File: src/rtl/dmem_copy_pkg.sv
// Shared types and constants for the data-memory copy engine.
package dmem_copy_pkg;

  typedef enum logic [1:0] {
    IDLE  = 2'd0,
    READ  = 2'd1,
    WRITE = 2'd2,
    DONE  = 2'd3
  } state_t;

  localparam int WORD_BYTES = 4;

endpackage

File: src/rtl/copy_stage_buf.sv
// Staging register file for the copy engine: filled in order during READ,
// drained in order during WRITE, with combinational read at the drain index.
module copy_stage_buf #(
  parameter int DEPTH = 4,
  parameter int CW    = $clog2(DEPTH) + 1
) (
  input  logic          clk,
  input  logic          reset,
  input  logic          wr_en,
  input  logic [31:0]   wr_data,
  input  logic          rd_en,
  input  logic          clear,
  output logic [CW-1:0] fill,
  output logic [CW-1:0] drain,
  output logic [31:0]   rd_data
);

  logic [31:0] words [DEPTH];

  // NOTE: the word storage has no reset; its contents are always written before being read.
  always_ff @(posedge clk) begin
    if (wr_en) words[fill[CW-2:0]] <= wr_data;
  end

  // NOTE: sequential state uses non-blocking assignments so every register samples pre-edge values.
  always_ff @(posedge clk or posedge reset) begin
    if (reset) begin
      fill  <= '0;
      drain <= '0;
    end else if (clear) begin
      fill  <= '0;
      drain <= '0;
    end else begin
      if (wr_en) fill  <= fill + CW'(1);
      if (rd_en) drain <= drain + CW'(1);
    end
  end

  assign rd_data = words[drain[CW-2:0]];

endmodule

File: src/rtl/dmem_copy_engine.sv
// DMA-style word copier on the data-memory port: bursts of up to BUF_DEPTH reads, then writes.
// Optional macro CHECKSUM_EN adds a running mod-2^32 sum of all words read.
module dmem_copy_engine
  import dmem_copy_pkg::*;
#(
  parameter int BUF_DEPTH = 4,
  parameter int LEN_W     = 16
) (
  input  logic             clk,
  input  logic             reset,
  input  logic             start,
  input  logic [31:0]      src_addr,
  input  logic [31:0]      dst_addr,
  input  logic [LEN_W-1:0] len_words,
  output logic             busy,
  output logic             done,
  output logic             err,
  output logic [31:0]      mem_addr,
  output logic [31:0]      mem_din,
  output logic             mem_read,
  output logic             mem_write,
  input  logic [31:0]      mem_dout
`ifdef CHECKSUM_EN
  ,
  output logic [31:0]      checksum
`endif
);

  localparam int CW = $clog2(BUF_DEPTH) + 1;

  state_t           state;
  logic [31:0]      src_ptr;
  logic [31:0]      dst_ptr;
  logic [LEN_W-1:0] remaining;
  logic             err_flag;
  logic [CW-1:0]    fill;
  logic [CW-1:0]    drain;
  logic [31:0]      buf_rd_data;
  logic             last_read;
  logic             last_write;

  // A burst ends when the buffer is about to fill or the final word is being read.
  assign last_read  = (fill == CW'(BUF_DEPTH - 1)) || (remaining == LEN_W'(1));
  assign last_write = (drain + CW'(1)) == fill;

  copy_stage_buf #(
    .DEPTH (BUF_DEPTH),
    .CW    (CW)
  ) u_buf (
    .clk     (clk),
    .reset   (reset),
    .wr_en   (state == READ),
    .wr_data (mem_dout),
    .rd_en   (state == WRITE),
    .clear   ((state == WRITE) && last_write),
    .fill    (fill),
    .drain   (drain),
    .rd_data (buf_rd_data)
  );

  always_ff @(posedge clk or posedge reset) begin
    if (reset) begin
      state     <= IDLE;
      src_ptr   <= '0;
      dst_ptr   <= '0;
      remaining <= '0;
      err_flag  <= 1'b0;
    end else begin
      unique case (state)
        IDLE: begin
          if (start) begin
            src_ptr   <= src_addr;
            dst_ptr   <= dst_addr;
            remaining <= len_words;
            err_flag  <= 1'b0;
            if ((src_addr[1:0] != 2'b00) || (dst_addr[1:0] != 2'b00)) begin
              err_flag <= 1'b1;
              state    <= DONE;
            end else if (len_words == '0) begin
              state <= DONE;
            end else begin
              state <= READ;
            end
          end
        end
        READ: begin
          src_ptr   <= src_ptr + 32'(WORD_BYTES);
          remaining <= remaining - LEN_W'(1);
          if (last_read) state <= WRITE;
        end
        WRITE: begin
          dst_ptr <= dst_ptr + 32'(WORD_BYTES);
          if (last_write) state <= (remaining != '0) ? READ : DONE;
        end
        DONE: state <= IDLE;
        default: state <= IDLE;
      endcase
    end
  end

  // Port outputs depend only on registered state, never on start.
  always_comb begin
    // NOTE: every output gets a default first so no path through this block infers a latch.
    mem_read  = 1'b0;
    mem_write = 1'b0;
    mem_addr  = '0;
    mem_din   = '0;
    if (state == READ) begin
      mem_read = 1'b1;
      mem_addr = src_ptr;
    end else if (state == WRITE) begin
      mem_write = 1'b1;
      mem_addr  = dst_ptr;
      mem_din   = buf_rd_data;
    end
  end

  assign busy = (state != IDLE);
  assign done = (state == DONE);
  assign err  = (state == DONE) && err_flag;

`ifdef CHECKSUM_EN
  always_ff @(posedge clk or posedge reset) begin
    if (reset) begin
      checksum <= '0;
    end else if ((state == IDLE) && start) begin
      checksum <= '0;
    end else if (state == READ) begin
      checksum <= checksum + mem_dout;
    end
  end
`endif

endmodule

File: config.mk
export PLATFORM = sky130hd
export DESIGN_NAME = dmem_copy_engine
export DESIGN_NICKNAME = d
export VERILOG_FILES = /design/src/rtl/dmem_copy_pkg.sv /design/src/rtl/copy_stage_buf.sv /design/src/rtl/dmem_copy_engine.sv
export SDC_FILE = /design/constraint.sdc
export NUM_CORES = 1
export LEC_CHECK = 0
export CORE_UTILIZATION = 40
export CTS_CLUSTER_DIAMETER = 40
export CTS_CLUSTER_SIZE = 20
export DETAILED_ROUTE_END_ITERATION = 8
export GPL_TIMING_DRIVEN = 1
export SKIP_CTS_REPAIR_TIMING = 1
export SLEW_MARGIN = 20
export SYNTH_ARGS = -nofsm -noshare
export SYNTH_HDL_FRONTEND = slang
export SYNTH_SLANG_ARGS = --single-unit
File: constraint.sdc
create_clock -name clk -period 5.3 [get_ports clk]
set_clock_uncertainty 0.15 [all_clocks]
set_input_delay 0.53 -clock clk [delete_from_list [all_inputs] [get_ports clk]]
set_output_delay 0.53 -clock clk [all_outputs]
set_load 0.05 [all_outputs]
==> results.md, run 1 <==
* Status: completed
* Net count, final at 1204
* Worst r2r dst: remaining[15]$_DFFE_PP0P_
* IO Count at 184
* Post-route minimum period at around 4.2 ns
* CP Data Required Time at 4.62 ns
* Comb power frac at 18.6%
* R2r startpoint: state[0]$_DFFE_PP0P_
* R2R depth at 7
* Worst path bufs/invs at 2
* Pre-antenna DRT Iters at 6
* Crit-path leading delay family: buffers and inverters
* Internal reg-to-reg setup slack at 2.02 ns
* CP max stage delay at roughly 0.89 ns
* Max-cap violations at 0
* Post-synth EDFFs at 128
* Worst vdd ir at 0.000415 V
* Hold EP: dst_ptr[0]$_DFFE_PP0P_
* First-pass GRT wire length at roughly 46000 um
* Synthesized flop and latch total at roughly 220
* Worst Tran Pin Value at 1.15 ns
* Layout cells sized above 1 at between 10% and 20%
* Final Cycle Share at 78.3%
* TritonCTS buffer count at 34
* # diodes at 0
* Core footprint at 26000 um2
* Vias per cell at 5.83
* # rows at 59
* Hold Crit Start: dst_ptr[0]$_DFFE_PP0P_
* Largest net degree at the start of global routing at 61
* Max Slew Vio Count at 0
* Hold path cells at 2
* Final Hold Vio Count at 0
* Via count at 8390
* Crit end category: output pin
* Vias in the first global route at between 7k and 8k
* CTS Sinks at 217
* Ys flop type: edfxtp_1
* CTS tree: done
* Psw at 1.73 mW
* Clock-pin slew on the worst setup and hold paths at 0.05 ns
* Netlist cell types at 70
* Met1 Use GR at 30.6%
* Highest-delay cell along the critical path: clkdlybuf4s50_1
* Clock Power Share at roughly two fifths
* Final HPWL DP at 20500 um
* Yosys warning total at 0
* Unrepaired setup endpoints after global routing: no
* Slew headroom at 23.3%
* GR peak layer: met2
* Crit path DAT at 3.47 ns
* Max clock buf depth at 3
* Avg Synthesized Cell Area at 11.7 um2
* CP Depth at 5
* H-tree depth at 2
* Pleak at around 5 nW
* Post-synth ARST share at between 40% and 50%
* Pwr dens at 419 nW/um2
* Port Buf Inserts at roughly 180
* Total Routed Length at between 30000 and 40000 um
* Crit path launch type: flip-flop
* Post-Place Worst Slack at 1.75 ns
* Drt initial violations at 695
* Die area at 27100 um2
* Setup tns final at 0 ns
* Grt total ovfl at 0
* Synthesized area at 10600 um2
* Setup WS post-layout at roughly 1.1 ns
* Pint at 4.10 mW
* Final Wtd Congestion at roughly 0.86
* Seq/Total Area, Yosys at 57.4%
* Achievable frequency at 241 MHz
* M2 GR Usage at 35.8%
* Gr usage total at a little under a quarter
* Die width at 165 um
* Worst hold path class: flip-flop to flip-flop
* Layout area overhead at 31.6%
* Synth Instances at just over 900
* Crit Path Max Fanout at 51
* Sw Ratio at just under 30%
* Reg power frac at 41.8%
* Root buf cell: clkbuf_16
* DRC Markers at 0
* # setup viols final at 0
* Initial Util at about two fifths
* Initial antenna violation count at 2
* Clock latency on the worst-skew pair at 0.52 ns
* CP Class: flip-flop to output pin
* Routed len/inst at 21.1 um
* DRT antenna net count at 0
* Mapped Nets at 1030
* Critical Path, Cell by Cell: nand2b_1, inv_2, nand2_1, o21ai_0, clkdlybuf4s50_1
* Met3 usage at 5.02%
* Die Ht at about 160 um
==> cell type report <==
type	instances	area [um2]
Timing Repair Buffer	198	1950
Inverter	22	85.1
Clock inverter	21	307
Sequential cell	217	6070
Tap cell	335	419
Multi-Input combinational cell	606	4190
Fill cell	2241	12100
Clock buffer	41	897
==> layout by cell type (no fill, tap or decap), types with 5 or more instances in the layout <==
master,synthesis,layout
bufinv_16,0,5
clkinv_2,1,6
a211oi_1,7,7
nand2_1,103,103
nand3_1,43,43
clkdlybuf4s50_1,0,181
a31oi_1,16,16
nor3_1,20,20
nand2b_1,5,5
o311ai_0,8,8
or3_1,8,8
a22oi_1,13,13
nand4_1,14,14
dfrtp_1,89,88
buf_4,0,16
xnor2_1,5,5
a21oi_1,43,43
nor2_1,47,47
clkbuf_16,0,34
clkbuf_1,40,5
inv_1,21,19
edfxtp_1,128,128
o21ai_0,39,39
xor2_1,5,5
mux4_2,32,32
o211ai_1,8,8
ha_1,10,10
a22o_1,20,20
nor4_1,18,18
o22a_1,8,8
o22ai_1,11,11
and3_1,7,7
nor3b_1,7,6
and2_1,41,41
or4_1,8,8
==> worst max-delay path by stage <==
stage	start	endpoint
finish	state[0]$_DFFE_PP0P_	mem_addr[26]
global route	state[0]$_DFFE_PP0P_	mem_addr[26]
CTS	state[0]$_DFFE_PP0P_	mem_addr[26]
detailed placement	state[0]$_DFFE_PP0P_	mem_addr[26]
global placement	state[0]$_DFFE_PP0P_	mem_read
floorplan	state[0]$_DFFE_PP0P_	mem_addr[17]
==> sequential cells by signal (all words and copies together) (netlist names) <==
| signal | count |
|---|---|
| u_buf.words | 128 |
| dst_ptr | 32 |
| src_ptr | 32 |
| remaining | 16 |
| u_buf.drain | 3 |
| u_buf.fill | 3 |
| state | 2 |
| err_flag | 1 |
==> worst min-delay path, stage by stage, from the launching register on <==
cell and delay [ns]:
dfrtp_1 0.34, nand2_1 0.05, nand2_1 0.06
==> power groups by stage <==
stage / clock network (mW) / logic, mW / registers [mW]
after global routing: 2.42 / 1.19 / 2.47
after floorplan: 0 / 0.791 / 2.32
final: 2.31 / 1.08 / 2.43
after CTS: 2.35 / 1.09 / 2.43
after global placement: 0 / 1.06 / 2.45
after detailed placement: 0 / 1.08 / 2.46
==> logic make-up (layout without fill, tap and decap cells) <==
logic type | after synthesis | in the layout | share of synthesized area [%]
muxes | 38 | 38 | 7.43
DFF | 217 | 217 | 57.4
buffers and inverters | 82 | 282 | 3.06
AOI/OAI and AO/OA | 208 | 208 | 13.3
xor gates and xnor gates | 10 | 10 | 0.828
adders and majority gates | 10 | 10 | 1.18
and+or+nand+nor | 340 | 340 | 16.8
==> cells in the mapped netlist, types with 10 or more instances <==
| cell | n | share of area, % |
|---|---|---|
| buf_2 | 12 | 0.57 |
| a31oi_1 | 16 | 0.95 |
| mux4_2 | 32 | 6.8 |
| ha_1 | 10 | 1.2 |
| nand2_1 | 103 | 3.7 |
| nor3_1 | 20 | 0.95 |
| o21ai_0 | 39 | 1.8 |
| nand3_1 | 43 | 2.0 |
| a22o_1 | 20 | 1.7 |
| clkbuf_1 | 40 | 1.4 |
| and2_1 | 41 | 2.4 |
| o22ai_1 | 11 | 0.65 |
| nor2_1 | 47 | 1.7 |
| nor4_1 | 18 | 1.1 |
| dfrtp_1 | 89 | 21 |
| inv_1 | 21 | 0.75 |
| nand4_1 | 14 | 0.83 |
| a22oi_1 | 13 | 0.92 |
| a21oi_1 | 43 | 2.0 |
| edfxtp_1 | 128 | 36 |
==> through the flow <==
stage               cell area, um2  total power, mW  hold slack, ns  utilization [%]  std cells
finish                       13900             5.83           0.330             53.6       1440
global route                 13900             6.09           0.365             53.6       1440
global placement             12700             3.51           0.314             48.9       1378
CTS                          13900             5.86           0.333             53.6       1440
floorplan                    10600             3.11           0.296                -        905
detailed placement           12700             3.54           0.322             48.9       1378
==> metal layers <==
metal / up-vias / wire (um)
met3: 48 / 2350
li1: 3832 / -
met4: 4 / 817
met2: 346 / 14200
met1: 4160 / 13100
met5: - / 23
Note: power is estimated with default switching activity, not from simulation.
==> run 2: changes to the inputs <==
Clock period 5.3 ns to 4.2 ns, I/O delays scaled along.
==> results.md, run 2 (synthesis gave the netlist of run 1 again) <==
* CP Class: flip-flop to output pin
* Achievable frequency at 312 MHz
* Root buf cell: clkbuf_16
* Crit end category: output pin
* TritonCTS buffer count at 38
* CTS Sinks at 217
* Clock latency on the worst-skew pair at 0.52 ns
* Worst Setup SP: state[1]$_DFFE_PP0P_
* # rows at 59
* Vias in the first global route at 8213
* Max-cap violations at 0
* Crit-path leading delay family: buffers and inverters
* Initial antenna violation count at 0
* CP max stage delay at 0.55 ns
* Core footprint at 26000 um2
* Pwr dens at 543 nW/um2
* Crit path launch type: flip-flop
* Leading cell type in the layout, fill and taps excluded: edfxtp_1
* Final Hold Vio Count at 0
* Crit path DAT at 2.63 ns
* # setup viols final at 0
* H-tree depth at 2
* Crit Path Max Fanout at 37
* CP Depth at 6
* Critical Path, Cell by Cell: nand2b_1, clkinv_2, buf_12, nand2_1, nand2_1, buf_4
* Gr usage total at a little under a quarter
* CP Data Required Time at 3.63 ns
* Worst hold path class: input port to asynchronous set/reset pin
* Largest net degree at the start of global routing at 46
* R2R depth at 6
* Layout cells sized above 1 at 18.0%
* Clock-pin slew on the worst setup and hold paths at 0.04 ns
* Final Cycle Share at between 70% and 80%
* R2r startpoint: state[1]$_DFFE_PP0P_
* Worst vdd ir at 0.000556 V
* Max reg flops at around 130
* Die Ht at roughly 160 um
* Grt total ovfl at 0
* IO Count at 184
* Final HPWL DP at around 20000 um
* CTS tree: done
* Worst hold slack at 0.243 ns
* Unrepaired setup endpoints after global routing: no
* Commonest cells after routing, fill and taps aside: edfxtp_1 (128), clkdlybuf4s50_1 (117), nand2_1 (103), dfrtp_1 (88), buf_4 (79)
* Setup tns final at 0 ns
* Initial Util at between 40% and 50%
* Vias per cell at ~5.8
* Via count at 8403
* Max clock buf depth at 3
* Die area at 27100 um2
* Post-route minimum period at 3.20 ns
* Pre-antenna DRT Iters at 6
* Worst path bufs/invs at 3
* Net count, final at 1211
* Layout area overhead at 31.9%
* Highest-delay cell along the critical path: dfrtp_1
* DRT antenna net count at 0
* Port Buf Inserts at 183
* DRC Markers at 0
* Total Routed Length at between 30000 and 40000 um
* First-pass GRT wire length at 46400 um
* Pleak at 5.20 nW
* Worst Tran Pin Value at 1.07 ns
* Final Wtd Congestion at 0.852
* Routed len/inst at 21.0 um
* Max Slew Vio Count at 0
* Most used cell, CP: nand2_1
* # diodes at 0
* Slew headroom at between 20% and 30%
* Status: completed
* Die width at between 150 and 200 um
* Drt initial violations at 596
==> run 2: worst paths after layout <==
| check | slack (ns) | endpoint |
|---|---|---|
| setup / recovery | 1.0 | mem_addr[18] |
| hold / removal | 0.24 | dst_ptr[10]$_DFFE_PP0P_ |
| setup reg to reg | 1.49 | dst_ptr[23]$_DFFE_PP0P_ |
| hold reg to reg | 0.34 | dst_ptr[0]$_DFFE_PP0P_ |
| max in group asynchronous | 2.91 | src_ptr[24]$_DFFE_PP0P_ |
| min in group clk | 0.34 | dst_ptr[0]$_DFFE_PP0P_ |
==> run 2: area by class of cell <==
class | instances | area, um2
Inverter | 22 | 85.1
Clock inverter | 25 | 302
Timing Repair Buffer | 201 | 1860
Fill cell | 2258 | 12000
Sequential cell | 217 | 6070
Multi-Input combinational cell | 606 | 4190
Tap cell | 335 | 419
Clock buffer | 44 | 1020
==> run 2: stage by stage <==
| stage | utilization, % | power, mW | cells | worst slack [ns] | area, um2 |
|---|---|---|---|---|---|
| detailed placement | 48.6 | 4.45 | 1381 | 1.49 | 12600 |
| global placement | 48.6 | 4.43 | 1381 | 1.51 | 12600 |
| floorplan | - | 3.93 | 905 | 1.24 | 10600 |
| CTS | 53.7 | 7.63 | 1450 | 0.987 | 14000 |
| finish | 53.7 | 7.58 | 1450 | 0.999 | 14000 |
| global route | 53.7 | 7.90 | 1450 | 0.828 | 14000 |
==> run 2: metal layers <==
metal	up-vias	global-route usage, %	share of wire (%)
met3	62	5.52	8.1
met2	340	37.1	47
met4	0	8.59	3.2
met1	4137	28.8	42
met5	-	0	0
li1	3864	-	-
==> run 2: report_power, final <==
group	leakage [nW]	internal, mW	switching, mW
combinational	2.36	0.633	0.716
clock	0.638	2.08	1.08
sequential	2.20	2.67	0.404
==> run 3: changes to the inputs <==
Settings changed: PLACE_DENSITY set to 0.66.
Clock period 4.2 ns to 2.7 ns, I/O delays scaled along.
==> results.md, run 3 (synthesis gave the netlist of run 1 again) <==
* Initial Util at 40.7%
* Status: completed
* Worst Tran Pin Value at 0.626 ns
* Worst Setup SP: u_buf.drain[0]$_DFFE_PP0P_
* Port Buf Inserts at roughly 180
* Post-route minimum period at 2.57 ns
* First-pass GRT wire length at 45900 um
* Die Ht at 165 um
* Leading cell type in the layout, fill and taps excluded: edfxtp_1
* M2 GR Usage at 35.5%
* CTS tree: done
* CTS Sinks at between 200 and 250
* CP endpoint: mem_din[5]
* Slew headroom at 58.2%
* Routed len/inst at slightly above 20 um
* Total Routed Length at 30200 um
* CP Class: flip-flop to output pin
* Crit path launch type: flip-flop
* Pre-antenna DRT Iters at 5
* Hold path cells at 3
* Crit path DAT at 2.15 ns
* # diodes at 0
* Initial antenna violation count at 2
* Root buf cell: clkbuf_16
* # rows at 59
* Worst hold slack at 0.176 ns
* Worst vdd ir at 0.000789 V
* Final Hold Vio Count at 0
* Core footprint at 26000 um2
* Pwr dens at approximately 810 nW/um2
* Largest net degree at the start of global routing at 75
* R2r startpoint: dst_ptr[2]$_DFFE_PP0P_
* Met1 Use GR at 28.6%
* Commonest cells after routing, fill and taps aside: edfxtp_1 (128), clkdlybuf4s50_1 (114), nand2_1 (103), dfrtp_1 (88), buf_4 (79)
* Pleak at 5.27 nW
* Unrepaired setup endpoints after global routing: no
* Crit Path Max Fanout at 32
* Crit end category: output pin
* CP Data Required Time at 2.28 ns
* DRC Markers at 0
* Max clock buf depth at 3
* Internal reg-to-reg setup slack at 0.46 ns
* Max Slew Vio Count at 0
* Achievable frequency at between 300 and 400 MHz
* Met3 usage at between 6 and 7%
* Clock latency on the worst-skew pair at 0.53 ns
* Gr usage total at 22.5%
* Worst hold path class: input port to flip-flop
* Max reg flops at 128
* Worst r2r dst: dst_ptr[23]$_DFFE_PP0P_
* Via count at 8430
* TritonCTS buffer count at 36
* Grt total ovfl at 0
* Vias in the first global route at around 8.3k
* Clock-pin slew on the worst setup and hold paths at approximately 0.050 ns
* Max-cap violations at 0
* Vias per cell at about 5.8
* Setup tns final at 0 ns
* Die width at between 150 and 200 um
* Final Cycle Share at 95.3%
* GR peak layer: met2
* Drt initial violations at 729
* IO Count at 184
* Net count, final at 1220
* Final HPWL DP at 20200 um
* # setup viols final at 0
* Die area at 27100 um2
* Layout area overhead at 32.8%
* Final Wtd Congestion at 0.872
* DRT antenna net count at 0
* H-tree depth at 2
* R2R depth at 5
* Layout cells sized above 1 at 18.6%
-- run 3: cell types whose count changed in the layout (fill, tap and decap cells not counted), sizes merged --
cell / delta
clkdlybuf4s50: -3
buf: +11
bufinv: -3
dlymetal6s2s: +2
clkinv: -3
inv: +1
dlygate4sd3: +1
-- run 3: power by group --
group	leakage, nW	internal [mW]	switching [mW]
combinational	2.49	1.00	1.16
clock	0.582	2.81	1.73
sequential	2.20	4.15	0.570
total	5.27	7.96	3.45
-- run 3: area by class of cell --
type | count | area, um2
Tap cell | 335 | 419
Multi-Input combinational cell | 606 | 4190
Inverter | 22 | 90.1
Clock buffer | 44 | 971
Clock inverter | 20 | 234
Timing Repair Buffer | 212 | 2070
Fill cell | 2224 | 11900
Sequential cell | 217 | 6070
-- run 3: metal layers --
metal / share of wire (%) / wire length [um] / vias to the layer above
met5: 0.050 / 15 / -
met4: 4.3 / 1300 / 2
met3: 8.3 / 2520 / 83
met2: 46 / 14000 / 333
met1: 41 / 12300 / 4153
li1: - / - / 3859
-- run 3: stage by stage --
step	util, %	cell area [um2]	power (mW)	setup slack [ns]	cells
after global placement	49.3	12800	6.84	0.465	1391
after floorplan	-	10600	6.11	0.00906	905
after detailed placement	49.3	12800	6.91	0.425	1391
final	54.1	14000	11.4	0.127	1456
after CTS	54.0	14000	11.5	0.00982	1455
after global routing	54.1	14000	11.9	0.0182	1456
-- run 3: worst min path at each step --
stage / startpoint / endpoint / slack [ns]
final: dst_addr[23] / dst_ptr[23]$_DFFE_PP0P_ / 0.18
after CTS: reset / dst_ptr[18]$_DFFE_PP0P_ / -0.05
after global placement: dst_ptr[1]$_DFFE_PP0P_ / dst_ptr[1]$_DFFE_PP0P_ / 0.31
after global routing: src_addr[1] / src_ptr[1]$_DFFE_PP0P_ / 0.20
after floorplan: mem_dout[0] / u_buf.words[0][0]$_DFFE_PP_ / 0.22
after detailed placement: dst_ptr[1]$_DFFE_PP0P_ / dst_ptr[1]$_DFFE_PP0P_ / 0.31
-- run 3: critical path, cell delays in order (launching register included) --
cell and delay (ns):
dfrtp_2 0.42, buf_12 0.29, mux4_2 0.54, and2_1 0.19
buf_4 0.19
